**src/rtl/sh1_pkg.sv**
```systemverilog
`default_nettype none
// ============================================================================
//  Module      : sh1 (package)
//  Description : Shared types and constants for the SH-1 multiply/MAC
//                sequencer: operation codes, sequencer states, latencies and
//                a magnitude helper. SH1_MUL_FAST_EN selects the single-pass
//                long-multiply latency.
//  Revision    : 1.0  initial release
// ============================================================================
package sh1;

  // Multiply-class operation codes delivered by decode/execute
  typedef enum logic [2:0] {
    MUL_L    = 3'd0,
    MULS_W   = 3'd1,
    MULU_W   = 3'd2,
    DMULS_L  = 3'd3,
    DMULU_L  = 3'd4,
    CLRMAC   = 3'd5,
    LDS_MACH = 3'd6,
    LDS_MACL = 3'd7
  } mul_op_e;

  // Sequencer states
  typedef enum logic [2:0] {
    IDLE = 3'd0,
    W    = 3'd1,
    P0   = 3'd2,
    P1   = 3'd3,
    P2   = 3'd4,
    P3   = 3'd5,
    FIX  = 3'd6
  } mul_state_e;

  // Clock edges from the accept edge (inclusive) to the result being visible
  localparam int MUL_LAT_W = 2;
`ifdef SH1_MUL_FAST_EN
  localparam int MUL_LAT_L = 3;
`else
  localparam int MUL_LAT_L = 6;
`endif

  // Magnitude of a 32-bit two's complement value; 0x80000000 maps to itself,
  // which is the correct magnitude when read back as unsigned.
  function automatic logic [31:0] abs32(input logic [31:0] v);
    return v[31] ? (32'd0 - v) : v;
  endfunction

endpackage
`default_nettype wire

```
**src/rtl/sh1_mul16.sv**
```systemverilog
`default_nettype none
// ============================================================================
//  Module      : sh1_mul16
//  Description : Combinational 17x17 signed multiplier. The 16-bit operands
//                are sign-extended when sign_mode is set and zero-extended
//                otherwise, so one array serves signed and unsigned halves.
//  Revision    : 1.0  initial release
// ============================================================================
module sh1_mul16 (
  input  logic [15:0] a,
  input  logic [15:0] b,
  input  logic        sign_mode,
  output logic [33:0] prod
);

  logic signed [16:0] a_x;
  logic signed [16:0] b_x;
  logic signed [33:0] p;

  assign a_x  = {sign_mode & a[15], a};
  assign b_x  = {sign_mode & b[15], b};
  assign p    = a_x * b_x;
  assign prod = p;

endmodule
`default_nettype wire

```
**src/rtl/sh1_mul_ctrl.sv**
```systemverilog
`default_nettype none
// ============================================================================
//  Module      : sh1_mul_ctrl
//  Description : SH-1 multiply sequencer and MACH/MACL register pair. Word
//                multiplies take one pass of the shared 16x16 multiplier;
//                long multiplies take four partial-product passes plus a
//                sign-fix cycle. CLRMAC / LDS-to-MAC complete at accept.
//                Build option SH1_MUL_FAST_EN: long multiplies use a single
//                32x32 unsigned product instead of the four-pass sequence.
//  Revision    : 1.0  initial release
// ============================================================================
module sh1_mul_ctrl
  import sh1::*;
#(
  parameter logic [63:0] MAC_RST_VAL = 64'h0
) (
  input  logic        clk,
  input  logic        rst_n,
  input  logic        op_valid_i,
  output logic        op_ready_o,
  input  mul_op_e     op_i,
  input  logic [31:0] rm_i,
  input  logic [31:0] rn_i,
  input  logic        flush_i,
  output logic        busy_o,
  output logic [31:0] mach_o,
  output logic [31:0] macl_o
);

  localparam logic [2:0] ST_IDLE = IDLE;
  localparam logic [2:0] ST_W    = W;
  localparam logic [2:0] ST_P0   = P0;
  localparam logic [2:0] ST_P1   = P1;
  localparam logic [2:0] ST_P2   = P2;
  localparam logic [2:0] ST_P3   = P3;
  localparam logic [2:0] ST_FIX  = FIX;

  logic [2:0]  state;
  mul_op_e     cur_op;
  logic [31:0] opn;
  logic [31:0] opm;
  logic        neg;
  logic [63:0] acc;
  logic [31:0] mach;
  logic [31:0] macl;

  logic        accept;
  logic [15:0] mul_a;
  logic [15:0] mul_b;
  logic        mul_signed;
  logic [33:0] prod;
  logic [63:0] pp_ext;
  logic [63:0] fix_val;
  logic        unused_prod_msb;

  assign op_ready_o = (state == ST_IDLE);
  assign busy_o     = (state != ST_IDLE);
  assign accept     = op_valid_i & op_ready_o & ~flush_i;
  assign mach_o     = mach;
  assign macl_o     = macl;

  // Partial products are unsigned and never exceed 32 bits
  assign pp_ext          = {32'd0, prod[31:0]};
  assign unused_prod_msb = ^prod[33:32];
  assign fix_val         = neg ? (64'd0 - acc) : acc;

  // Route the operand halves for the current pass into the shared multiplier
  always_comb begin
    mul_a      = opn[15:0];
    mul_b      = opm[15:0];
    mul_signed = 1'b0;
    case (state)
      ST_W:    mul_signed = (cur_op == MULS_W);
      ST_P1:   mul_b = opm[31:16];
      ST_P2:   mul_a = opn[31:16];
      ST_P3: begin
        mul_a = opn[31:16];
        mul_b = opm[31:16];
      end
      default: ;
    endcase
  end

  sh1_mul16 u_mul16 (
    .a         (mul_a),
    .b         (mul_b),
    .sign_mode (mul_signed),
    .prod      (prod)
  );

  // Sequencer, operand latches, accumulator and MAC registers
  always_ff @(posedge clk or negedge rst_n) begin
    if (!rst_n) begin
      state  <= ST_IDLE;
      cur_op <= MUL_L;
      opn    <= 32'd0;
      opm    <= 32'd0;
      neg    <= 1'b0;
      acc    <= 64'd0;
      mach   <= MAC_RST_VAL[63:32];
      macl   <= MAC_RST_VAL[31:0];
    end else if (flush_i && (state != ST_IDLE)) begin
      // Squash: drop the operation, no MAC write even from FIX
      state <= ST_IDLE;
    end else begin
      case (state)
        ST_IDLE: begin
          if (accept) begin
            cur_op <= op_i;
            opn    <= rn_i;
            opm    <= rm_i;
            neg    <= 1'b0;
            case (op_i)
              CLRMAC: begin
                mach <= 32'd0;
                macl <= 32'd0;
              end
              LDS_MACH: mach  <= rm_i;
              LDS_MACL: macl  <= rm_i;
              MULS_W, MULU_W: state <= ST_W;
              MUL_L, DMULU_L: state <= ST_P0;
              DMULS_L: begin
                opn   <= abs32(rn_i);
                opm   <= abs32(rm_i);
                neg   <= rn_i[31] ^ rm_i[31];
                state <= ST_P0;
              end
              default: ;
            endcase
          end
        end
        ST_W: begin
          macl  <= prod[31:0];
          state <= ST_IDLE;
        end
`ifdef SH1_MUL_FAST_EN
        ST_P0: begin
          acc   <= {32'd0, opn} * {32'd0, opm};
          state <= ST_FIX;
        end
`else
        ST_P0: begin
          acc   <= pp_ext;
          state <= ST_P1;
        end
`endif
        ST_P1: begin
          acc   <= acc + (pp_ext << 16);
          state <= ST_P2;
        end
        ST_P2: begin
          acc   <= acc + (pp_ext << 16);
          state <= ST_P3;
        end
        ST_P3: begin
          acc   <= acc + (pp_ext << 32);
          state <= ST_FIX;
        end
        ST_FIX: begin
          if (cur_op != MUL_L) mach <= fix_val[63:32];
          macl  <= fix_val[31:0];
          state <= ST_IDLE;
        end
        default: state <= ST_IDLE;
      endcase
    end
  end

endmodule
`default_nettype wire

```
**config.mk**
```make
export PLATFORM = sky130hd
export DESIGN_NAME = sh1_mul_ctrl
export DESIGN_NICKNAME = d
export VERILOG_FILES = /design/src/rtl/sh1_pkg.sv /design/src/rtl/sh1_mul16.sv /design/src/rtl/sh1_mul_ctrl.sv
export SDC_FILE = /design/constraint.sdc
export NUM_CORES = 2
export LEC_CHECK = 0
export ABC_AREA = 1
export ABC_CLOCK_PERIOD_IN_PS = 10400
export BUFFER_PORTS_ARGS = -buffer_cell sky130_fd_sc_hd__buf_2
export CAP_MARGIN = 20
export CORE_MARGIN = 2
export CORE_UTILIZATION = 59
export CTS_CLUSTER_DIAMETER = 80
export CTS_CLUSTER_SIZE = 10
export DETAILED_ROUTE_END_ITERATION = 7
export PLACE_DENSITY = 0.81
export SYNTH_ARGS = -nofsm -noshare
export SYNTH_HDL_FRONTEND = slang
export SYNTH_SLANG_ARGS = --single-unit
```
**constraint.sdc**
```tcl
create_clock -name clk -period 10.4 [get_ports clk]
set_input_delay 1.56 -clock clk [delete_from_list [all_inputs] [get_ports clk]]
set_output_delay 1.56 -clock clk [all_outputs]
set_load 0.01 [all_outputs]
```
==> results.yml <==
clocking:
  cts_tree: "built"
  post_cts_resized: 0
  ctsHoldBuffers: 0
  insertion_delay_ps: 480
  post_cts_buffers: 0
  cts_inserted_buffers: 17
  clk_path_buf_depth: 2
  cts.htree.levels: 4
  cts_num_sinks: 199
  clkTransAtPathRegs_ps: 80
  cts_root_buf: "clkbuf_16"
die:
  die_area_um2: 47600
  initial_utilization: 0.597
  io_pins: 137
  rows: 78
  coreArea_um2: 45400
  fp.dieH_um: 218
  die_w_um: 218
timing:
  drv_slew: 0
  worst_slack_ps: 912
  rsz0062_at_grt: "false"
  fin_tns_setup_ps: 0
  hold_viol: 0
  fin_crit_sh: 0.912
  fin_worst_skew_ps: 11.6
  fmax_mhz: 105
  worst_pin_slew_ps: 1050
  max_slew_margin: 0.300
  period_needed_ps: 9490
  setup_viol: 0
synth:
  yosysSeqAreaShare: 0.184
  ys.flop_type: "dfrtp_1"
  synth.distinct_cells: 53
  yosys.area.top_type: "fa_1"
  yosys_register_bits: 199
  synth_area_per_cell_um2: 7.07
  synth_cells: 3830
  async_reset_ff_frac: 1.00
  mappedNetlistArea_um2: 27100
  synth_edf_count: 0
  yosysWarnings: 0
  yosys.area.top_type_share: 0.210
  syn-num-nets: 4339
  synthTopCellsByArea: "fa_1 (21%), dfrtp_1 (18%), nand2_1 (10%), inv_1 (9.3%), ha_1 (7.1%)"
cells_and_area:
  multi_input_area_um2: 19100
  fin_nets: 4496
  area_growth_pct: 9.08
  drive_above_1_share: 0.0903
  finalInstanceArea_um2: 29500
  seq_area_um2: 4980
  fillers: 4036
  final_util: 0.651
  final_cell_mix: "nand2_1 (755), inv_1 (668), nor2_1 (464)"
  final_common_cell: "nand2_1"
worst_setup_path:
  path_class: "register to register"
  worst_setup_path_end_kind: "register"
  cp_data_required_time_ps: 10790
  crit_arrival_ps: 9880
  crit_slowest_cell: "fa_1"
  worst_path_largest_cell_delay_ps: 570
  cpMostUsedCell: "nand2_1"
  crit_path_max_fanout: 20
  startpoint_type: "register"
hold_path:
  hold_class: "register to register"
placement:
  place_hpwl_mm: 78.5
  gp_congestion: 1.03
  place_area_um2: 28900
  place_ws_ps: 1050
  port_buffers: 136
job:
  max_cap_violations: 0
global_routing:
  antenna_found_initial: 0
  grt_overflow_total: 0
  grt_pass1_wl_mm: 151
  grtUsageTotal: 0.419
  grt_max_degree: 120
  grt_pass1_vias: 26400
route:
  vias: 27400
  drt-total-wl_mm: 97.8
  drt-wirelength-per-cell_um: 21.3
  vias_per_cell: 5.95
  ant_nets: 0
  drcViolationCount: 2
  dr.pass1.iters: 8
  drtIter0Drc: 2851
status:
  violations: "DRC"
  status: "finished with violations"
## synthesized netlist by cell type (2+ instances only)
master	instances
nand2_1	755
inv_1	668
nor2_1	465
fa_1	284
o21ai_0	278
a21oi_1	245
dfrtp_1	199
ha_1	154
nand3_1	147
clkbuf_1	80
xor2_1	80
a31oi_1	61
nor3_1	53
o21ai_1	39
nand4_1	35
a21o_1	28
nor4_1	27
inv_2	24
or2_2	23
xnor2_1	19
buf_2	17
o211ai_1	14
a22oi_1	12
nand2_2	11
o21bai_1	11
clkinv_1	10
or2_1	10
nor2_4	9
nand3b_1	8
o31ai_1	8
a21boi_0	6
o21a_1	6
o21ai_2	6
buf_1	5
a221oi_1	4
nor3_2	4
nor2_2	3
o2111ai_1	3
a211oi_1	2
and3_1	2
nand3_2	2
o41ai_1	2
## per-stage QoR
step / hold slack [ps] / cells
floorplan: 444 / 3830
global placement: 462 / 4567
detailed placement: 462 / 4568
CTS: 482 / 4600
global route: 512 / 4600
finish: 481 / 4602
## sequential cells by signal, summed over array words and instances (netlist names)
| name | flops |
|---|---|
| opn | 32 |
| cur_op | 3 |
| acc | 64 |
| mach_o | 32 |
| macl_o | 32 |
| neg | 1 |
| state | 3 |
| opm | 32 |
## cells by family after synthesis
group	after synthesis	share of synthesized area
XOR/XNOR	99	0.0320
flip-flops	199	0.184
adder cells (fa/ha/maj)	438	0.281
buffers and inverters	805	0.112
AO/OA/AOI/OAI	731	0.149
AND/OR/NAND/NOR	1558	0.242
## metal layers
metal | routed length, um | part of all wire | vias to the layer above | global-route usage
met5 | 0 | 0 | - | 0
met4 | 6790 | 0.069 | 0 | 0.233
met3 | 11100 | 0.11 | 397 | 0.104
met2 | 43200 | 0.44 | 1656 | 0.655
met1 | 36800 | 0.38 | 12900 | 0.532
li1 | - | - | 12500 | -
## cell type report
type	count	share of cell area
clock buffers	19	0.0153
clock inverters	13	0.00622
flip-flops and latches	199	0.169
multi-input cells	2826	0.645
repair buffers	241	0.0499
diodes	2	0.000169
well taps	600	0.0254
inverters	702	0.0892
## final timing paths
check	from	end	slack (ps)	depth (start not counted)
min	mach_o[9]	mach_o[9]	480	2
max	state[2]	acc[61]	910	41
min reg2reg	mach_o[9]	mach_o[9]	480	2
max reg2reg	state[2]	acc[61]	910	41
min in group asynchronous	rst_n	acc[20]	1140	1
max in group asynchronous	rst_n	acc[61]	7820	2
## critical path: cells and delay by family (launching register included)
kind            cells  cell delay, ps
buf+inv             9            1370
xor+xnor            1             160
fa+ha+maj           8            4050
compound gates      3             600
flops               1             500
simple gates       20            2680
Power is left out: the tool's default activity adds up to more than one toggle a clock period on the data nets, which glitch-free logic cannot reach.
